`config.mk`:
```
export PLATFORM = sky130hd
export DESIGN_NAME = dm_port_arbiter
export DESIGN_NICKNAME = d
export VERILOG_FILES = /design/src/rtl/dm_port_arbiter.sv
export SDC_FILE = /design/constraint.sdc
export NUM_CORES = 1
export LEC_CHECK = 0
export ABC_CLOCK_PERIOD_IN_PS = 5150
export CAP_MARGIN = 30
export CORE_MARGIN = 1.5
export CORE_UTILIZATION = 41
export DETAILED_ROUTE_END_ITERATION = 10
export GPL_TIMING_DRIVEN = 1
export PLACE_DENSITY = 0.87
export SYNTH_ARGS = -nofsm -noshare
export SYNTH_HDL_FRONTEND = slang
export SYNTH_SLANG_ARGS = --single-unit
```
`constraint.sdc`:
```
create_clock -name clk -period 5.15 [get_ports clk]
set_input_delay 1.03 -clock clk [delete_from_list [all_inputs] [get_ports clk]]
set_output_delay 1.03 -clock clk [all_outputs]
set_load 0.02 [all_outputs]
```
`src/rtl/dm_port_arbiter.sv`:
```
// dm_port_arbiter: round-robin sharing of the single-port data memory between two requesters
module dm_port_arbiter #(
  parameter int ADDR_W = 32,
  parameter int DATA_W = 32
) (
  input  logic              clk,
  input  logic              rst,
  input  logic              m0_req,
  input  logic              m0_we,
  input  logic              m0_byte,
  input  logic [ADDR_W-1:0] m0_addr,
  input  logic [DATA_W-1:0] m0_wdata,
  output logic              m0_ack,
  output logic              m0_err,
  output logic [DATA_W-1:0] m0_rdata,
  input  logic              m1_req,
  input  logic              m1_we,
  input  logic              m1_byte,
  input  logic [ADDR_W-1:0] m1_addr,
  input  logic [DATA_W-1:0] m1_wdata,
  output logic              m1_ack,
  output logic              m1_err,
  output logic [DATA_W-1:0] m1_rdata,
  output logic [ADDR_W-1:0] dm_addr,
  output logic [DATA_W-1:0] dm_din,
  output logic              dm_we,
  output logic              dm_op,
  input  logic [DATA_W-1:0] dm_dout
);
  typedef enum logic [1:0] {IDLE, ACCESS, DONE} state_t;
  state_t state, state_n;
  logic last_grant, win, we_l, byte_l, err_l;
  logic any_req, pick, sel_we, sel_byte;
  logic [ADDR_W-1:0] sel_addr;
  logic [DATA_W-1:0] sel_wdata;
  // last_grant = 1 means M1 was served last, so M0 wins the next tie
  assign any_req   = m0_req | m1_req;
  assign pick      = m1_req & (~m0_req | ~last_grant);
  assign sel_we    = pick ? m1_we : m0_we;
  assign sel_byte  = pick ? m1_byte : m0_byte;
  assign sel_addr  = pick ? m1_addr : m0_addr;
  assign sel_wdata = pick ? m1_wdata : m0_wdata;
  // state register
  always_ff @(posedge clk or posedge rst)
    if (rst) state <= IDLE;
    else state <= state_n;
  // next state and decoded outputs; memory strobes only in ACCESS
  always_comb begin
    state_n = state == IDLE ? (any_req ? ACCESS : IDLE) : (state == ACCESS ? DONE : IDLE);
    m0_ack  = (state == DONE) & ~win;
    m1_ack  = (state == DONE) & win;
    m0_err  = m0_ack & err_l;
    m1_err  = m1_ack & err_l;
    dm_we   = (state == ACCESS) & we_l & ~err_l;
    dm_op   = (state == ACCESS) & we_l & byte_l;
  end
  // latch the winner's attributes on the grant edge and capture load data at the end of ACCESS
  always_ff @(posedge clk or posedge rst)
    if (rst) begin
      last_grant <= 1'b1;
      win        <= 1'b0;
      we_l       <= 1'b0;
      byte_l     <= 1'b0;
      err_l      <= 1'b0;
      dm_addr    <= '0;
      dm_din     <= '0;
      m0_rdata   <= '0;
      m1_rdata   <= '0;
    end else begin
      if (state == IDLE && any_req) begin
        win        <= pick;
        last_grant <= pick;
        we_l       <= sel_we;
        byte_l     <= sel_byte;
        dm_addr    <= sel_addr;
        dm_din     <= sel_wdata;
        err_l      <= (sel_addr[1:0] != 2'b00) & ~(sel_we & sel_byte);
      end
      if (state == ACCESS && (err_l || !we_l)) begin
        if (win) m1_rdata <= err_l ? '0 : dm_dout;
        else m0_rdata <= err_l ? '0 : dm_dout;
      end
    end
endmodule

```
Yosys cells after proc, flatten, opt, wreduce, memory -nomap -nowiden --
Index checks and enable logic that the tools add are counted.
Storage, ports and cells: output and inout bits 134, word-level logic and storage cells 45, bits in registers 135, input port bits 168
Cells by class: bitwise gates (word level) 17, multiplexer cells 8, equal/unequal tests 2, reductions and logical operators 8
Operator list (count):
- 32-bit two-way mux | 3
- 1-bit bitwise AND | 10
- 1-bit inverter | 5
- 2-bit two-way mux | 2
- 2-bit AND reduction | 2
- 1-bit two-way mux | 3
- 2-bit by 1-bit == test with 1-bit output, second input constant | 1
- 2-bit == test, second input constant | 1
- 1-bit logical AND | 2
- 2-bit zero test | 1
- 1-bit OR | 2
- 2-bit nonzero test | 1
- 1-bit zero test | 1
- 1-bit logical OR | 1

Longest topological paths before layout --
Gate-level depths: netlist of run 1.
depth in word-level cells 7, gate-level depth with buffers 6, mapped depth without buffers 4

Worst setup path after synthesis of run 1 --
OpenSTA, ideal clock, no wires.
kind in2reg, start input m1_req, end register dm_addr[11], cell stages on the path 5, arrival time 2100 ps, setup slack 2926 ps, buffers on the path 2, data required time 5025 ps, cell sequence a21boi_2 -> buf_6 -> buf_6 -> mux2_2 -> mux2_2
Between the ends: longest elaborated chain between the ends 2, elaborated cells on any way between the ends 4
RTL lines:
- start, declared | RTL line 16 | input logic m1_req,
- 1-bit bitwise AND / 1-bit OR (equally long branches) | RTL line 38, 37
- 32-bit two-way mux / 1-bit logical AND (equally long branches) | RTL line 41, 70
- end signal, assigned | RTL line 75 | dm_addr <= sel_addr;
- end, declared | RTL line 24 | output logic [ADDR_W-1:0] dm_addr,
Parallel ways exist; a longest one is shown, timed or not. A chain may end at the register's enable or synchronous reset.

Final worst setup path of run 1 --
start register err_l, end output m1_err
Between the ends: longest elaborated chain between the ends 1
RTL lines:
- start, declared | RTL line 32 | logic last_grant, win, we_l, byte_l, err_l;
- start signal, assigned | RTL line 77 | err_l <= (sel_addr[1:0] != 2'b00) & ~(sel_we & sel_byte);
- 1-bit bitwise AND | RTL line 53 | m1_err = m1_ack & err_l;
- end, declared | RTL line 22 | output logic m1_err,
No other way between the ends.

==> results of run 1 <==
-- metal layers --
metal / global-route usage (%) / wire length, um / vias up
met2: 38.09 / 8616 / 197
met5: 0 / 0 / -
met4: 10.76 / 658 / 0
met3: 6.418 / 1180 / 45
met1: 22.48 / 5794 / 2168
li1: - / - / 2061
-- stage by stage --
step,utilization [%],setup slack (ns),area (sq um)
3_3_place_gp,63.76,2.226,9266
2_1_floorplan,-,0.5105,6125
3_5_place_dp,63.95,2.174,9294
5_1_grt,68.19,1.683,9911
4_1_cts,68.19,1.772,9911
6_report,68.19,1.822,9911
-- cells by family (layout without fill, tap and decap cells) --
logic type | count (synthesis) | count (layout)
and+or+nand+nor | 45 | 45
AOI/OAI and AO/OA | 6 | 6
buffers and inverters | 26 | 341
muxes | 199 | 199
DFF | 135 | 135
-- critical path, cell delays in order, from the launching register on --
cell	delay, ns
dfrtp_1	0.74
buf_4	0.36
and3_1	0.18
clkdlybuf4s50_1	0.60
-- cell type report --
class / instances / area, sq um
sequential: 135 / 3379
timing repair buffer: 307 / 3078
tap: 184 / 230.2
inverter: 2 / 12.51
clock inverter: 15 / 191.4
multi-input combinational: 250 / 2594
clock buffer: 17 / 425.4
fill: 1031 / 4623
-- path summary, 6_finish.rpt --
kind	from	end	slack [ns]	cells after the start
max	err_l	m1_err	1.82	3
min	m1_rdata[14]	m1_rdata[14]	0.50	1
max reg2reg	err_l	m1_rdata[24]	2.73	3
min reg2reg	m1_rdata[14]	m1_rdata[14]	0.50	1
max in group asynchronous	rst	last_grant	3.06	4
min in group asynchronous	rst	dm_addr[11]	1.00	2
-- placed cells by master, fill, tap and decap left out, types with 2 or more instances in the layout --
cell type,instances
inv_8,2
and3_1,2
buf_4,5
mux2_1,5
bufinv_16,3
mux2_2,193
dfrtp_1,134
inv_6,5
clkbuf_16,17
clkdlybuf4s50_1,301
clkinv_4,3
o2bb2ai_1,2
nor2_1,3
clkinv_2,2
nor2b_1,33
-- flip-flops by register name, indices dropped and copies added, names as in the netlist --
signal,flops
dm_addr,32
dm_din,32
m0_rdata,32
m1_rdata,32
state,2
byte_l,1
err_l,1
last_grant,1
we_l,1
win,1
-- power breakdown --
part / total [W] / switching (W) / leakage, nW / internal (W)
combinational: 0.00295 / 0.00135 / 2.16 / 0.00160
sequential: 0.00185 / 0.000291 / 1.66 / 0.00156
clock: 0.00126 / 0.000482 / 0.302 / 0.000774
==> results.toml, run 1 <==
[status]
run_status = "finished, final reports clean"

[die]
rows = 44
die-width_um = 125.2
initial_utilization_pct = 42.14
floorplan.die.height_um = 125.2
area_inside_the_core_boundary_sq_um = 14530
die_area_sq_um = 15680
pin_count = 302

[logic_synthesis]
share_of_the_synthesized_area_in_compound_gates_ao_oa_aoi_oai_pct = 0.7763
library_cell_with_the_highest_instance_count_after_synthesis = "mux2_2"
synth_flop_cell = "dfrtp_1"
post_synth_main_area_contributors = "dfrtp_1 55%, mux2_2 35%, nor2b_1 3.4%"
synth.yosys.seq_area_share_pct = 55.18
post_synth_xor_area_fraction_pct = 0
post_synth_inst_count = 411
synthesis.area_per_instance_sq_um = 14.90
post_synthesis_cell_type_count = 25
synth_top_cell_by_area = "dfrtp_1"
synthesis.nets = 579
synth-edff-count = 0
mappedNetlistArea_sq_um = 6125
synth_adder_area_share_pct = 0
postSynth.asyncResetShare_pct = 100.0
synth_top_cells_by_count = "193 x mux2_2, 134 x dfrtp_1, 33 x nor2b_1"
yosysWarningCount = 0
combinational_family_with_the_most_area_after_synthesis = "multiplexers"
post_synth_and_or_nand_nor_area_fraction_pct = 4.760
yosys_register_bits = 135
yosysTopAreaCellShare_pct = 54.75
synth.mux.area_fraction_pct = 36.57

[detailed_routing]
routed_via_density = 4.913
firstDrtPassIters = 4
drt-initial-drc-count = 125
wl_per_cell_um = 17.86
vias = 4471
drc = 0
final_antenna_net_count = 0
routed_wire_length_mm = 16.25

[sta]
part_of_the_cycle_the_worst_path_needs_pct = 64.63
finClkSkew_ns = 0.006276
worst_max_slew_pin_slew_ns = 0.9594
finalHoldViolCount = 0
achievable-frequency_ghz = 0.3005
maxSlewViolCount = 0
setup_viol = 0
unrepaired_setup_endpoints_after_global_routing = "no"
final.min_clock_period_ns = 3.328
worst_rel_slew_slack_pct = 36.04
timing.hold.ws_ns = 0.5020
final.setup.tns_ns = 0

[power_and_ir_drop]
static-leakage-power_nw = 4.128
pwr_density_cell_nw_per_um2 = 610.9
totalPowerFinal_w = 0.006055
ir_drop_uv = 294.1

[critical_path]
critical_path_peak_fanout = 19
worst_setup_path_class = "flop to output pin"
critical_path_at_ns = 2.30
worst-endpoint-required_ns = 4.12
critical_path.endpoint_type = "output pin"
critical_path.startpoint_type = "flop"

[cts]
cts_hold_buffers = 0
worst_setup_hold_path_clk_slew_ns = 0.06
tritoncts_clock_tree = "built"
post_cts_resized = 0
clk-insertion-delay-late_ns = 0.42
cts.repair_timing.setup_buffer_count = 0
clock_tree.root_cell = "clkbuf_16"
clock_tree.buffer_depth = 2
ctsHtreeMaxLevel = 4
cts_buffers = 17
clock-sinks = 135

[place]
port_buffers = 301
hpwlAfterDp_mm = 12.35
placed_cells_incl_taps = 878
routabilityCongestion = 0.7564

[layout]
fin_nets = 881
final-instance-count-excl-fill = 910
synthToLayoutAreaGrowth_pct = 61.82
drive_above_1_share_pct = 32.78
antenna_cells_inserted = 0

[global_route]
wire_length_of_the_first_global_routing_pass_mm = 26.05
grt_pass1_vias = 4921
grt_overflow_total = 0
global_route.usage.total_pct = 21.21
grt_max_degree = 77
grt_antenna_before_repair = 1

[worst_hold_path]
min_path_type = "flop to flop"

[job]
drv_cap = 0
Power figures use the tool's default switching activity.
==> run 2: changes to the inputs <==
--- a/config.mk
+++ b/config.mk
@@ -5,7 +5,7 @@
 export SDC_FILE = /design/constraint.sdc
 export NUM_CORES = 1
 export LEC_CHECK = 0
-export ABC_CLOCK_PERIOD_IN_PS = 5150
+export ABC_CLOCK_PERIOD_IN_PS = 3300
 export CAP_MARGIN = 30
 export CORE_MARGIN = 1.5
 export CORE_UTILIZATION = 41
==> constraint.sdc (replaced) <==
create_clock -name clk -period 3.3 [get_ports clk]
set_input_delay 0.66 -clock clk [delete_from_list [all_inputs] [get_ports clk]]
set_output_delay 0.66 -clock clk [all_outputs]
set_load 0.02 [all_outputs]
==> run 2 against run 1 <==
Effect of this change:
- clock power up 67%
- worst setup slack worse by 1.3 ns
- count of clock-buffer cells in the layout up 4
- combinational power up 57%
- sequential share of layout area down 0.27 points
- hold slack worse by 0.012 ns
- final cell count up 0.22%
- routed wire length up 1.8%
- register-to-register slack worse by 1.5 ns
- first-iteration DRC count up 13%
- non-clock buffer count up 2
==> results.toml, run 2 (synthesized netlist as in run 1, its figures left out) <==
[sta]
achievable-frequency_ghz = 0.3601
final.min_clock_period_ns = 2.777
finalHoldViolCount = 0
worst_rel_slew_slack_pct = 43.70
finClkSkew_ns = 0.007351
unrepaired_setup_endpoints_after_global_routing = "no"
setup_viol = 0
final.setup.tns_ns = 0
part_of_the_cycle_the_worst_path_needs_pct = 84.15
maxSlewViolCount = 0
worst_max_slew_pin_slew_ns = 0.8436

[global_route]
grt_antenna_before_repair = 0
global_route.usage.total_pct = 21.46
grt_max_degree = 81
wire_length_of_the_first_global_routing_pass_mm = 26.52
grt_pass1_vias = 5094
grt_overflow_total = 0

[cts]
clk-insertion-delay-late_ns = 0.40
tritoncts_clock_tree = "built"
clock_tree.buffer_depth = 2
clock_tree.root_cell = "clkbuf_16"
clock-sinks = 135
post_cts_resized = 0
worst_setup_hold_path_clk_slew_ns = 0.06
cts.repair_timing.setup_buffer_count = 0
cts_hold_buffers = 0
cts_buffers = 17
ctsHtreeMaxLevel = 4

[power_and_ir_drop]
p_sw_w = 0.003275
pwr-share-clk_pct = 21.7
seq_power_share_pct = 30.1
static-leakage-power_nw = 4.151
ir_drop_uv = 528.6
power.internal_w = 0.006363
pwr_density_cell_nw_per_um2 = 964.7
sw_frac_of_total_pct = 33.98
share_comb_of_total_power_pct = 48.2

[place]
routabilityCongestion = 0.7944
placed_cells_incl_taps = 880
port_buffers = 301
hpwlAfterDp_mm = 12.60

[die]
area_inside_the_core_boundary_sq_um = 14530
rows = 44
die-width_um = 125.2
die_area_sq_um = 15680
pin_count = 302
initial_utilization_pct = 42.14
floorplan.die.height_um = 125.2

[critical_path]
critical_path.endpoint_type = "output pin"
critical_path_at_ns = 2.12
critical_path.startpoint_type = "flop"
worst_setup_path_class = "flop to output pin"
critical_path_peak_fanout = 28
worst-endpoint-required_ns = 2.64

[layout]
antenna_cells_inserted = 0
final-instance-count-excl-fill = 912
drive_above_1_share_pct = 32.83
fin_nets = 883
synthToLayoutAreaGrowth_pct = 63.13
final_core_utilization_pct = 68.74
layout.cells.most_common = "clkdlybuf4s50_1"
fillCellCount = 1059
highest_count_cells_in_the_layout_ignoring_fill_and_taps = "301 x clkdlybuf4s50_1, 193 x mux2_2, 134 x dfrtp_1, 33 x nor2b_1, 17 x clkbuf_16"

[job]
drv_cap = 0

[detailed_routing]
routed_via_density = 4.917
final_antenna_net_count = 0
drc = 0
drt-initial-drc-count = 141
firstDrtPassIters = 2
wl_per_cell_um = 18.13
vias = 4484
routed_wire_length_mm = 16.54

[worst_hold_path]
min_path_type = "flop to flop"

[status]
run_status = "finished, final reports clean"
[run 2: changes by cell type in the layout (fill, tap and decap cells not counted)]
cell / previous run / this run
buf_12: 0 / 3
clkinv_4: 3 / 2
clkbuf_1: 0 / 1
inv_8: 2 / 0
bufinv_16: 3 / 5
inv_6: 5 / 0
clkinv_2: 2 / 1
clkinvlp_4: 1 / 4
buf_16: 1 / 0
clkbuf_8: 0 / 3
[run 2: power groups by stage]
stage               Combinational, W  Clock (W)  Sequential [W]
CTS                          0.00470    0.00214         0.00291
floorplan                    0.00172          0         0.00373
finish                       0.00464    0.00210         0.00290
global placement             0.00459          0         0.00287
detailed placement           0.00469          0         0.00292
global route                 0.00489    0.00222         0.00300
[run 2: through the flow]
stage               power, W  cell area, sq um  setup slack [ns]  hold slack (ns)
finish              0.009638              9991            0.5231           0.4898
global route         0.01011              9991            0.3798           0.5123
CTS                 0.009748              9991            0.4959           0.4987
detailed placement  0.007610              9325            0.8161           0.4854
global placement    0.007457              9325            0.8398           0.4778
floorplan           0.005457              6128            0.9617           0.4727
[run 2: area by class of cell]
type	count	area, sq um	share of cell area (%)
Clock buffer	21	470.5	4.709
Clock inverter	11	195.2	1.954
Inverter	2	11.26	0.1127
Multi-Input combinational cell	250	2594	25.96
Sequential cell	135	3379	33.83
Tap cell	184	230.2	2.304
Timing Repair Buffer	309	3110	31.13
[run 2: metal layers]
| layer | up-vias | global-route usage [%] | wire length (um) |
|---|---|---|---|
| met2 | 179 | 39.67 | 8866 |
| li1 | 2072 | - | - |
| met4 | 0 | 9.024 | 501 |
| met1 | 2196 | 22.46 | 6081 |
| met3 | 37 | 6.632 | 1088 |
| met5 | - | 0 | 0 |
[run 2: final timing paths]
kind / start / to / slack [ns] / depth (start not counted)
max: err_l / m1_err / 0.52 / 3
min: m1_rdata[24] / m1_rdata[24] / 0.49 / 1
max reg2reg: err_l / m1_rdata[24] / 1.19 / 3
min reg2reg: m1_rdata[24] / m1_rdata[24] / 0.49 / 1
max in group asynchronous: rst / m0_rdata[27] / 1.89 / 3
min in group asynchronous: rst / dm_din[2] / 0.65 / 2
[run 2: critical path, stage by stage (launching register included)]
cell and delay (ns):
dfrtp_1 0.53, buf_4 0.37, and3_1 0.20, clkdlybuf4s50_1 0.61
